## config.mk

```make
export PLATFORM = sky130hd
export DESIGN_NAME = ro_meas_ctrl
export DESIGN_NICKNAME = d
export VERILOG_FILES = /design/src/rtl/ro_meas_ctrl.sv
export SDC_FILE = /design/constraint.sdc
export NUM_CORES = 1
export LEC_CHECK = 0
export ABC_CLOCK_PERIOD_IN_PS = 1450
export CAP_MARGIN = 20
export CORE_MARGIN = 4
export CORE_UTILIZATION = 45
export DETAILED_ROUTE_END_ITERATION = 16
export PLACE_DENSITY = 0.8
export SYNTH_ARGS = -nofsm -noshare
export SYNTH_HDL_FRONTEND = slang
export SYNTH_SLANG_ARGS = --single-unit
```

## constraint.sdc

```tcl
create_clock -name clk -period 1.45 [get_ports clk]
set_input_delay 0.3625 -clock clk [delete_from_list [all_inputs] [get_ports clk]]
set_output_delay 0.3625 -clock clk [all_outputs]
set_load 0.03 [all_outputs]
```

## src/rtl/ro_meas_ctrl.sv

```systemverilog
`default_nettype none
// ============================================================================
//  Module   : ro_meas_ctrl
//  Purpose  : Measurement sequencer for the ring-oscillator clock generator.
//             Enables the oscillator and waits a settle period. It then
//             counts synchronised rising edges of the oscillator output over
//             a fixed window of clk. The result is reported with a one-cycle
//             valid strobe.
//  Revision : 1.0 - initial release
// ----------------------------------------------------------------------------
//  Parameters
//     SETTLE_CYCLES : clk cycles ro_en is high before counting (1..255)
//     GATE_CYCLES   : counting window length in clk cycles (2..65535)
//     CNT_W         : width of the edge counter and of count
//  Ports
//     clk    in   system clock, all state lives here
//     rst_n  in   asynchronous active-low reset
//     start  in   level request, acted on only when idle
//     abort  in   return to idle from any state, highest priority
//     cont   in   continuous mode, sampled in the result cycle
//     ro_clk in   oscillator output, asynchronous to clk
//     ro_en  out  oscillator enable
//     busy   out  high whenever not idle
//     valid  out  one-cycle strobe, count/ovf updated on the same edge
//     count  out  edges counted in the last completed window
//     ovf    out  last window's count saturated
// ============================================================================
module ro_meas_ctrl #(
   parameter int SETTLE_CYCLES = 16,
   parameter int GATE_CYCLES   = 1024,
   parameter int CNT_W         = 16
) (
   input  logic             clk,
   input  logic             rst_n,
   input  logic             start,
   input  logic             abort,
   input  logic             cont,
   input  logic             ro_clk,
   output logic             ro_en,
   output logic             busy,
   output logic             valid,
   output logic [CNT_W-1:0] count,
   output logic             ovf
);

   localparam int SET_W  = (SETTLE_CYCLES > 1) ? $clog2(SETTLE_CYCLES) : 1;
   localparam int GATE_W = $clog2(GATE_CYCLES);

   localparam logic [SET_W-1:0]  SETTLE_LAST = SET_W'(SETTLE_CYCLES - 1);
   localparam logic [GATE_W-1:0] GATE_LAST   = GATE_W'(GATE_CYCLES - 1);
   localparam logic [CNT_W-1:0]  CNT_MAX     = '1;

   typedef enum logic [1:0] {
      S_IDLE   = 2'd0,
      S_SETTLE = 2'd1,
      S_GATE   = 2'd2,
      S_DONE   = 2'd3
   } state_t;

   state_t             state;
   state_t             next_state;
   logic               sync1;
   logic               sync2;
   logic               sync3;
   logic               ro_edge;
   logic [SET_W-1:0]   settle_cnt;
   logic [GATE_W-1:0]  gate_cnt;
   logic [CNT_W-1:0]   edge_cnt;
   logic               edge_ovf;
   logic               load_result;

   // Two synchroniser flops plus one history flop for rising-edge detection.
   // Runs continuously so the pipeline is already primed when GATE starts.
   always_ff @(posedge clk or negedge rst_n) begin
      if (!rst_n) begin
         sync1 <= 1'b0;
         sync2 <= 1'b0;
         sync3 <= 1'b0;
      end else begin
         sync1 <= ro_clk;
         sync2 <= sync1;
         sync3 <= sync2;
      end
   end

   assign ro_edge = sync2 & ~sync3;

   always_ff @(posedge clk or negedge rst_n) begin
      if (!rst_n) begin
         state <= S_IDLE;
      end else begin
         state <= next_state;
      end
   end

   always_comb begin
      next_state  = state;
      load_result = 1'b0;
      case (state)
         S_IDLE: begin
            if (start) next_state = S_SETTLE;
         end
         S_SETTLE: begin
            if (settle_cnt == SETTLE_LAST) next_state = S_GATE;
         end
         S_GATE: begin
            if (gate_cnt == GATE_LAST) next_state = S_DONE;
         end
         S_DONE: begin
            load_result = 1'b1;
            next_state  = cont ? S_GATE : S_IDLE;
         end
         default: next_state = S_IDLE;
      endcase
      // Abort overrides every transition and suppresses the result load.
      if (abort) begin
         next_state  = S_IDLE;
         load_result = 1'b0;
      end
   end

   // Settle and gate counters restart from zero on every entry into their
   // state, which also covers the DONE -> GATE continuous re-entry.
   always_ff @(posedge clk or negedge rst_n) begin
      if (!rst_n) begin
         settle_cnt <= '0;
         gate_cnt   <= '0;
      end else begin
         settle_cnt <= (state == S_SETTLE) ? settle_cnt + SET_W'(1) : '0;
         gate_cnt   <= (state == S_GATE)   ? gate_cnt + GATE_W'(1)  : '0;
      end
   end

   // Edges are only accumulated in GATE; any other state clears the counter,
   // so an edge seen in DONE is dropped and each window starts from zero.
   always_ff @(posedge clk or negedge rst_n) begin
      if (!rst_n) begin
         edge_cnt <= '0;
         edge_ovf <= 1'b0;
      end else if (state != S_GATE) begin
         edge_cnt <= '0;
         edge_ovf <= 1'b0;
      end else if (ro_edge) begin
         if (edge_cnt == CNT_MAX) begin
            edge_ovf <= 1'b1;
         end else begin
            edge_cnt <= edge_cnt + CNT_W'(1);
         end
      end
   end

   // Outputs are registered from next_state so ro_en is glitch-free into the
   // oscillator gate and still clears asynchronously on reset.
   always_ff @(posedge clk or negedge rst_n) begin
      if (!rst_n) begin
         ro_en <= 1'b0;
         busy  <= 1'b0;
         valid <= 1'b0;
         count <= '0;
         ovf   <= 1'b0;
      end else begin
         ro_en <= (next_state != S_IDLE);
         busy  <= (next_state != S_IDLE);
         valid <= load_result;
         if (load_result) begin
            count <= edge_cnt;
            ovf   <= edge_ovf;
         end
      end
   end

endmodule
`default_nettype wire

```

# After elaboration in Yosys (flattened, before gate mapping)
# Cells that the tools add are included.
# W data, S select, Z words.
# totals
inputBits,6
output_inout_bits,20
wordCells,47
ff_bits,55
# op_classes
addsub,3
n_reduce_logical,6
n_eq_ne,8
n_bitwise,2
mux,16
# ops
op,n
$mux W16,3
$add A16 B1 Y16 const B,1
$eq A16 B16 Y1 const B,1
$add A10 B1 Y10 const B,1
$eq A10 B10 Y1 const B,1
$mux W10,1
$mux W2,5
$pmux W2 S4,1
$reduce_bool A2 Y1,3
$mux W1,5
$add A4 B1 Y4 const B,1
$eq A2 B2 Y1 const B,2
$eq A4 B4 Y1 const B,1
$mux W4,1
$ne A2 B2 Y1 const B,2
$reduce_and A2 Y1,2
$eq A2 B1 Y1 const B,1
$logic_not A2 Y1,1
$and A1 B1 Y1,1
$not A1 Y1,1

# Depth between registers and ports, before layout
# Gate-level depths: netlist (run 1).
# depth
ltp_word,5
mapped_depth,6
ltp_nobuf,5

# Worst setup path after synthesis (run 1)
# No wires, ideal clock.
# synth_path
kind,register to register
start,register edge_cnt[0]
end,register edge_cnt[12]
period_less_slack_ns,1.548
n_path_buf,0
t_required_ns,1.372
stages_incl_launch_ff,6
arrival_time_ns,1.470
slack_ns,-0.098
path_cell_list,dfrtp_1 -> ha_1 -> and3_1 -> o211ai_1 -> or4_1 -> a21oi_1
# synth_via
elab_chain_len,4
elab_cells_between_ends,7
classes_between,1 x add/sub; 2 x eq/ne; 3 x mux; 1 x reduce/logical
# synth_rtl
element,line,rtl
start: declaration,68,logic [CNT_W-1:0] edge_cnt;
start signal: assignment,147,edge_cnt <= edge_cnt + CNT_W'(1);
$add A16 B1 Y16,147,
$mux W16,144,if (edge_cnt == CNT_MAX) begin
$mux W16,143,end else if (ro_edge) begin
$mux W16,140,end else if (state != S_GATE) begin
# Several ways; a longest one is shown, not always the timed one. The select of a mux whose other input is x is not followed.
# A chain may end at the register's enable or synchronous reset.

# Worst setup path after layout (run 1)
# layout_path
start,register edge_cnt[1]
end,register edge_cnt[11]
# Same word-level chain as after synthesis.

==> results of run 1 <==
Yosys cell counts:
library cell | n | area [sq um]
and4_1 | 2 | 17.5
o31ai_1 | 8 | 60.1
a31oi_1 | 1 | 6.26
nand3_1 | 10 | 50.1
or3_1 | 5 | 31.3
nand4_2 | 2 | 25.0
dfrtp_1 | 55 | 1380
nand2_1 | 8 | 30.0
and2_1 | 1 | 6.26
or4_1 | 7 | 52.6
o21ai_0 | 7 | 35.0
xnor2_1 | 3 | 26.3
nand2b_1 | 4 | 25.0
a21oi_1 | 14 | 70.1
a21o_1 | 1 | 7.51
a41oi_1 | 1 | 8.76
o211a_1 | 1 | 10.0
nor3_1 | 5 | 25.0
o41ai_1 | 1 | 8.76
nor2b_4 | 1 | 13.8
and3_1 | 3 | 18.8
o21a_1 | 1 | 7.51
and2_2 | 1 | 7.51
nand3_4 | 1 | 17.5
nor3_2 | 1 | 10.0
inv_1 | 3 | 11.3
buf_2 | 3 | 15.0
nor2_1 | 17 | 63.8
buf_6 | 1 | 11.3
ha_1 | 3 | 37.5
o211ai_1 | 2 | 15.0
mux2_2 | 16 | 180
clkbuf_1 | 3 | 11.3
nand4_1 | 7 | 43.8
or2_1 | 1 | 6.26
xor2_1 | 7 | 61.3
o21ai_1 | 1 | 5.00
nor4_2 | 1 | 12.5
and4_4 | 2 | 22.5
buf_4 | 1 | 7.51
nor2b_1 | 1 | 6.26
o311ai_0 | 1 | 8.76
power breakdown:
part	switching [mW]	internal (mW)	total, mW
Clock	0.494	0.559	1.05
Combinational	0.0638	0.0336	0.0974
Sequential	0.0114	1.55	1.56
Total	0.569	2.14	2.71
path summary, 6_finish.rpt:
kind	startpoint	endpoint	slack (ns)
setup / recovery	edge_cnt[1]	edge_cnt[11]	-0.16
setup reg to reg	edge_cnt[1]	edge_cnt[11]	-0.16
min in group clk	sync1	sync2	0.36
max in group asynchronous	rst_n	edge_cnt[1]	1.02
hold / removal	rst_n	sync1	0.01
hold reg to reg	sync1	sync2	0.36
metrics by stage:
step                util (%)  area, sq um  worst slack [ns]  TNS, ns
floorplan                  -         2470           -0.0858   -0.258
global placement        58.7         3060            -0.194    -3.88
detailed placement      58.7         3060            -0.215    -4.83
CTS                     64.2         3340            -0.152    -1.34
global route            67.5         3520            -0.235    -3.16
finish                  67.5         3520            -0.161    -1.94
worst register-to-register path: stages (launching register included):
cell     delay, ns
dfrtp_2       0.42
buf_6         0.11
and4_4        0.24
nand3_4       0.11
or4_4         0.53
a21oi_4       0.14
cell type report:
type	instances	area, sq um	share of cell area, %
Sequential cell	55	1380	39.3
Multi-Input combinational cell	148	1260	36.0
Timing Repair Buffer	78	653	18.6
Tap cell	70	87.6	2.49
Clock buffer	6	82.6	2.35
Clock inverter	2	35.0	0.996
Inverter	3	11.3	0.320
placed cells by master, fill, tap and decap left out, types with 3 or more instances in the layout:
cell and instances:
o21ai_0 3, nand2_1 7, or3_1 4, nand3_1 7
xor2_1 7, clkbuf_2 7, clkdlybuf4s15_1 11, clkdlybuf4s50_1 4
xnor2_1 3, buf_6 6, nand2b_1 4, a21oi_1 7
inv_1 3, and4_4 3, nor3_4 3, nand4_1 7
buf_4 45, nor2_1 17, o31ai_1 3, dfrtp_1 51
or4_4 4, or4_1 3, clkbuf_8 6, o31ai_2 3
a21oi_2 6, dfrtp_2 4, mux2_2 16, o21ai_1 3
nand3_2 3
what timing repair did:
| action | 4_1_cts | 5_1_grt |
|---|---|---|
| cloned | 1 | 0 |
| resized for setup | 45 | 58 |
| pin swaps | 18 | 20 |
| setup endpoints to repair | 36 | 35 |
| buffers inserted | 10 | 6 |
routing by layer:
layer,up-vias,routed length [microns]
met4,0,136
met2,46,3080
met3,16,270
met5,-,0
met1,998,2430
li1,942,-
flip-flops by register name, summed over array words and instances (netlist names):
| name | count |
|---|---|
| sync1 | 1 |
| sync3 | 1 |
| busy | 1 |
| edge_ovf | 1 |
| count | 16 |
| ovf | 1 |
| valid | 1 |
| state | 2 |
| settle_cnt | 4 |
| edge_cnt | 16 |
| gate_cnt | 10 |
| sync2 | 1 |
logic make-up after synthesis:
logic type | count (synthesis)
AND/OR/NAND/NOR | 80
multiplexers | 16
AO/OA/AOI/OAI | 39
buffers and inverters | 11
adder cells (fa/ha/maj) | 3
XOR/XNOR | 10
flip-flops | 55
==> metrics.csv, run 1 <==
metric,value,unit
run_status,finished with violations,
violations,negative setup slack,
hold_ws,0.0122,ns
clockBufferDepth,2,
drv_cap,0,
cp-start-kind,flop,
hp-class,primary input to asynchronous set/reset pin,
place_inst,337,
clock_sinks,55,
vdd_ir_drop_max,0.000640,V
grt.met3_usage,3.51,%
syn_nets,223,
layoutNonFillerInstCount,362,
area.growth.synth_to_final,42.6,%
post_drt_wl_per_cell,16.4,microns
detailed_place_hpwl,3490,microns
io_pins,26,
synth_area,2470,sq um
relSlewSlack,70.6,%
synthXorXnorAreaFrac,3.55,%
grt_util_met2,31.7,%
synthMuxAreaShare,7.31,%
grt_max_degree,36,
slew_viol_final,0,
synth_top_family_by_area,simple AND/OR/NAND/NOR gates,
drc,0,
clk_pin_slew,0.09,ns
rows,26,
antenna_found_initial,0,
p_leak,1.63,nW
fill_cells,390,
yosysUniqueCellTypes,42,
cts_tree,built,
die_w,82.0,microns
antennaDiodeCount,0,
drt_iter0_markers,135,
clk-insertion-delay-late,0.31,ns
path_max_fanout,6,
synthAdderAreaFrac,1.52,%
gp_congestion,0.756,
worst_pin_slew,0.441,ns
end_kind,flop,
cts_buffers,5,
cp_top_family,simple AND/OR/NAND/NOR gates,
hold_buffers,0,
totalWireLength,5920,microns
grt_usage,18.6,%
crit_buf_inv,1,
path_cells,buf_6 > and4_4 > nand3_4 > or4_4 > a21oi_4,
fin_ws,-0.161,ns
synth-seq-area-share,55.8,%
cp.arrival,1.85,ns
synthSimpleGateAreaFrac,19.7,%
met1_usage,23.1,%
critPathRequiredTime,1.69,ns
fp.dieArea,6730,sq um
finalSetupViolations,17,
postSynthCellCount,214,
dr.pass1.iters,4,
ys_warn_count,0,
min_period,1.61,ns
synth_area_per_cell,11.5,sq um
rsz0062_at_grt,true,
busiest_layer,met2,
drive_above_1_share,44.2,%
crit_cells,5,
synth_compound_area_share,9.84,%
cp_slowest_stage_delay,0.52,ns
fmax,0.621,GHz
final_hold_viol_count,0,
power_density,770,nW/um^2
via_per_inst,5.53,
skew,0.00622,ns
r2r_cells,5,
nets,300,
htreeDepth,2,
start_util,47.4,%
numPortBuffers,25,
overflow,0,
core_area,5200,sq um
grt_pass1_wl,9490,microns
crit_slowest_cell,or4_4,
cts-root-buf,clkbuf_8,
critPathKind,flop to flop,
die_h,82.0,microns
first_global_vias,2019,
vias,2002,
yosys_register_bits,55,
finalCritPeriodShare,111,%
drtAntennaViolNets,0,
p_total,2.71,mW
(Power assumes the default switching activity.)
==> run 2, diff against run 1 <==
Settings changed: CORE_MARGIN 4 to unset, CORE_UTILIZATION 45 to 50, PLACE_DENSITY 0.8 to 0.87.
==> metrics.csv, run 2 (same netlist as run 1, synthesis figures left out) <==
metric,value,unit,change
numPortBuffers,25,,unchanged
finalSetupViolations,15,,-2
finalCritPeriodShare,112,%,+1.4 points
end_kind,flop,,
reg_top3,"count (16), edge_cnt (16), gate_cnt (10)",,
cp.arrival,1.88,ns,+0.03 ns
cts_tree,built,,
fin_ws,-0.180,ns,-0.0196 ns
io_pins,26,,unchanged
r2r_cells,5,,unchanged
path_max_fanout,4,,-2
mostFrequentLayoutCells,"dfrtp_1, buf_4, nor2_1, mux2_2, clkdlybuf4s15_1",,
fmax,0.613,GHz,-1.2%
core_area,4720,sq um,-9.3%
min_path_cells,0,,
area.growth.synth_to_final,36.3,%,
pre_cts_ws,-0.202,ns,+0.0130 ns
clk-insertion-delay-late,0.31,ns,about the same
grt_pass1_wl,9570,microns,+0.87%
gp_congestion,0.810,,+7.1%
post_drt_wl_per_cell,16.8,microns,+2.8%
hp-class,flop to flop,,
drt_iter0_markers,181,,+34%
place_inst,330,,-2.1%
min_period,1.63,ns,+0.0196 ns
antennaDiodeCount,0,,unchanged
path_cells,ha_4 > and3_4 > o211ai_1 > or4_4 > a21oi_2,,
layoutNonFillerInstCount,356,,-1.7%
rows,25,,-3.8%
crit_cells,5,,unchanged
cp_slowest_stage_delay,0.47,ns,-0.05 ns
crit_buf_inv,0,,-1
reg2reg_slack,-0.18,ns,-0.02 ns
drtAntennaViolNets,0,,unchanged
grt_usage,24.2,%,+5.6 points
slew_viol_final,0,,unchanged
run_status,finished with violations,,
p_leak,1.58,nW,-3.0%
drive_above_1_share,34.6,%,-9.6 points
vias,2058,,+2.8%
die_h,72.2,microns,-12%
dr.pass1.iters,4,,unchanged
critPathKind,flop to flop,,
overflow,0,,unchanged
clk_pin_slew,0.10,ns,about the same
detailed_place_hpwl,3510,microns,+0.77%
cp-start-kind,flop,,
nets,297,,-1.0%
power_density,755,nW/um^2,-2.0%
clockBufferDepth,2,,unchanged
final_hold_viol_count,0,,unchanged
critPathRequiredTime,1.70,ns,about the same
start_util,52.2,%,+4.8 points
antenna_found_initial,0,,unchanged
layout_commonest_cell,dfrtp_1,,
first_global_vias,2027,,+0.40%
crit_slowest_cell,or4_4,,
cp_top_family,simple AND/OR/NAND/NOR gates,,
rsz0062_at_grt,true,,
htreeDepth,2,,unchanged
via_per_inst,5.78,,+4.5%
relSlewSlack,75.0,%,+4.4 points
violations,negative setup slack,,
cts_buffers,5,,unchanged
grt_max_degree,46,,+28%
die_w,72.2,microns,-12%
cts-root-buf,clkbuf_8,,
drv_cap,0,,unchanged
worst_pin_slew,0.373,ns,-0.0675 ns
clock_sinks,55,,unchanged
vdd_ir_drop_max,0.000920,V,+44%
skew,0.0107,ns,+0.00444 ns
drc,0,,unchanged
fp.dieArea,5220,sq um,-22%
totalWireLength,5980,microns,+1.1%
run 2: changes by cell type in the layout (fill, tap and decap cells not counted), moves of 4 or more:
cell,before,now
o31ai_1,3,8
dlygate4sd2_1,2,7
clkbuf_2,7,1
o21ai_0,3,7
dfrtp_2,4,0
dfrtp_1,51,55
buf_6,6,0
run 2: cell type report:
cell class / instances / area, sq um
flip-flops and latches: 55 / 1380
fillers: 346 / 1360
multi-input cells: 148 / 1150
repair buffers: 75 / 644
clock buffers: 7 / 86.3
well taps: 67 / 83.8
inverters: 3 / 11.3
clock inverters: 1 / 8.76
run 2: worst paths after layout:
kind	end	from
setup / recovery	edge_cnt[10]	edge_cnt[0]
hold / removal	sync2	sync1
setup reg to reg	edge_cnt[10]	edge_cnt[0]
hold reg to reg	sync2	sync1
max in group asynchronous	count[4]	rst_n
min in group asynchronous	gate_cnt[4]	rst_n
run 2: worst reg2reg max path: cells and delay by family (launching register included):
| family | cells | cell delay (ns) |
|---|---|---|
| AO/OA/AOI/OAI | 2 | 0.33 |
| adder cells (fa/ha/maj) | 1 | 0.17 |
| flip-flops | 1 | 0.42 |
| AND/OR/NAND/NOR | 2 | 0.65 |
run 2: stage by stage:
step | instance area (sq um) | TNS (ns) | hold WS (ns) | utilization, % | power (mW)
final | 3360 | -1.75 | 0.366 | 71.2 | 2.54
after global routing | 3360 | -2.64 | 0.382 | 71.2 | 2.64
after CTS | 3260 | -0.891 | 0.372 | 69.1 | 2.56
after detailed placement | 3040 | -4.71 | 0.248 | 64.3 | 1.69
after global placement | 3040 | -3.67 | 0.244 | 64.3 | 1.69
after floorplan | 2470 | -0.258 | 0.0669 | - | 1.63
run 2: timing repair:
| action | 4_1_cts | 5_1_grt |
|---|---|---|
| buffers inserted | 13 | 3 |
| gates resized for setup | 31 | 25 |
| hold buffers | 1 | 0 |
| cloned | 0 | 1 |
| endpoints found under the hold margin | 10 | 0 |
| endpoints found under the setup margin | 36 | 29 |
| pin swaps | 6 | 8 |
run 2: report_power, final:
group	total (mW)	internal (mW)	switching [mW]
registers	1.56	1.55	0.0117
logic	0.104	0.0396	0.0645
clock network	0.875	0.392	0.483
total	2.54	1.98	0.559
run 2: per-layer routing:
layer / vias up / part of all wire, % / wire length (microns) / global-route usage [%]
li1: 936 / - / - / -
met1: 1067 / 41 / 2440 / 29.2
met2: 47 / 54 / 3250 / 41.8
met3: 8 / 3.2 / 193 / 4.86
met4: 0 / 1.7 / 99 / 10.9
met5: - / 0 / 0 / 0
==> run 3, diff against run 2 <==
Settings changed: CORE_ASPECT_RATIO set to 1.2.
==> metrics.csv, run 3 (same netlist as run 1, synthesis figures left out) <==
metric,value,unit,change
nets,306,,+3.0%
drt_iter0_markers,206,,+14%
crit_slowest_cell,dfrtp_1,,
drv_cap,0,,unchanged
start_util,52.9,%,+0.69 points
rows,27,,+8.0%
path_max_fanout,4,,unchanged
busiest_layer,met2,,
met1_usage,28.5,%,-0.68 points
cp_top_family,compound AO/OA/AOI/OAI gates,,
rsz0062_at_grt,true,,
place_area,3060,sq um,+0.70%
p_leak,1.63,nW,+3.4%
skew,0.0122,ns,+0.00156 ns
vdd_ir_drop_max,0.000622,V,-32%
cp-start-kind,flop,,
detailed_place_hpwl,3430,microns,-2.4%
slew_viol_final,0,,unchanged
final_area,3480,sq um,+3.6%
relSlewSlack,68.1,%,-6.9 points
gp_congestion,0.860,,+6.1%
pre_cts_ws,-0.190,ns,+0.0119 ns
die_h,78.9,microns,+9.3%
hp-class,primary input to asynchronous set/reset pin,,
final_hold_viol_count,0,,unchanged
core_area,4660,sq um,-1.3%
pwr-share-seq,61.8,%,+0.4 points
reg_top3,"count (16), edge_cnt (16), gate_cnt (10)",,
fin_util,74.7,%,+3.5 points
first_global_vias,2084,,+2.8%
cp_slowest_stage_delay,0.42,ns,-0.05 ns
hold_ws,0.0242,ns,-0.342 ns
via_per_inst,5.92,,+2.4%
fin_setup_tns,-3.08,ns,-1.33 ns
critPathRequiredTime,1.65,ns,-0.05 ns
clock_sinks,55,,unchanged
drc,0,,unchanged
critPathKind,flop to flop,,
p_total,2.52,mW,-0.65%
fin_ws,-0.432,ns,-0.252 ns
finalCritPeriodShare,130,%,+17 points
post_drt_wl_per_cell,18.6,microns,+11%
clockPowerShare,34.0,%,-0.5 points
violations,negative setup slack,,
dr.pass1.iters,4,,unchanged
grt_max_degree,56,,+22%
cp-endpoint,edge_cnt[10],,
fmax,0.531,GHz,-13%
antenna_found_initial,0,,unchanged
fp.dieArea,5220,sq um,about the same
rr_endpoint,edge_cnt[10],,
end_kind,flop,,
io_pins,26,,unchanged
grt.met3_usage,4.02,%,-0.84 points
reg2reg_slack,-0.43,ns,-0.25 ns
place_inst,327,,-0.91%
numPortBuffers,25,,unchanged
path_cells,ha_4 > and3_4 > o211ai_1 > buf_4 > o31ai_1 > a21oi_2,,
grt_util_met2,42.6,%,+0.70 points
totalWireLength,6630,microns,+11%
run_status,finished with violations,,
layout_commonest_cell,dfrtp_1,,
cts_buffers,5,,unchanged
cts-root-buf,clkbuf_8,,
hold_buffers,0,,-1
antennaDiodeCount,0,,unchanged
startpoint,edge_cnt[0],,
finalSetupViolations,17,,+2
combinationalPowerShare,4.2,%,about the same
power.switching,596,uW,+6.5%
vias,2108,,+2.4%
rr_startpoint,edge_cnt[0],,
p_int,1.93,mW,-2.7%
crit_buf_inv,1,,+1
clockBufferDepth,2,,unchanged
r2r_cells,6,,+1
clk_pin_slew,0.10,ns,about the same
grt_pass1_wl,9690,microns,+1.3%
overflow,0,,unchanged
switching_share,23.6,%,+1.6 points
power_density,724,nW/um^2,-4.1%
area.growth.synth_to_final,41.1,%,
fill_cells,307,,-11%
drtAntennaViolNets,0,,unchanged
cp.arrival,2.08,ns,+0.20 ns
drive_above_1_share,41.9,%,+7.3 points
cts_tree,built,,
grt_usage,24.5,%,+0.32 points
layoutNonFillerInstCount,356,,unchanged
min_period,1.88,ns,+0.252 ns
clk-insertion-delay-late,0.32,ns,about the same
mostFrequentLayoutCells,"dfrtp_1, buf_4, nor2_1, mux2_2, clkdlybuf4s15_1",,
htreeDepth,2,,unchanged
die_w,66.1,microns,-8.5%
worst_pin_slew,0.476,ns,+0.103 ns
crit_cells,6,,+1
run 3: cell count changes in the layout (fill, tap and decap cells not counted), sizes merged:
| cell | change |
|---|---|
| buf | +10 |
| clkbuf | +2 |
| clkdlybuf4s15 | -1 |
| clkinvlp | +2 |
| dlygate4sd2 | -3 |
| dlygate4sd3 | -1 |
run 3: cell type report:
cell class / instances / area [sq um] / area share [%]
Clock buffer: 5 / 68.8 / 1.98
Clock inverter: 3 / 20.0 / 0.575
Inverter: 3 / 11.3 / 0.324
Multi-Input combinational cell: 148 / 1200 / 34.6
Sequential cell: 55 / 1380 / 39.6
Tap cell: 58 / 72.6 / 2.08
Timing Repair Buffer: 84 / 723 / 20.8
run 3: how the worst min path moves through the flow:
stage / cells after the start / to
finish: 2 / count[7]
global route: 2 / edge_cnt[12]
CTS: 2 / count[10]
detailed placement: 0 / sync2
global placement: 0 / sync2
floorplan: 0 / busy
run 3: metal layers:
metal / share of wire (%) / vias to the layer above
met5: 0 / -
met4: 3.2 / 0
met3: 4.1 / 18
met2: 55 / 86
met1: 38 / 1056
li1: - / 948
run 3: power by group through the flow:
| stage | clock network (mW) | registers [mW] | logic, mW |
|---|---|---|---|
| finish | 0.857 | 1.56 | 0.106 |
| global route | 0.919 | 1.56 | 0.118 |
| CTS | 0.868 | 1.56 | 0.108 |
| detailed placement | 0 | 1.59 | 0.110 |
| global placement | 0 | 1.59 | 0.107 |
| floorplan | 0 | 1.59 | 0.0341 |
run 3: what timing repair did:
item                                    in CTS  in global routing
buffers inserted                            14                  7
gates cloned                                 1                  0
endpoints found under the setup margin      36                 33
hold endpoints to repair                     0                  0
pin swaps                                   12                 12
resized for setup                           42                 45
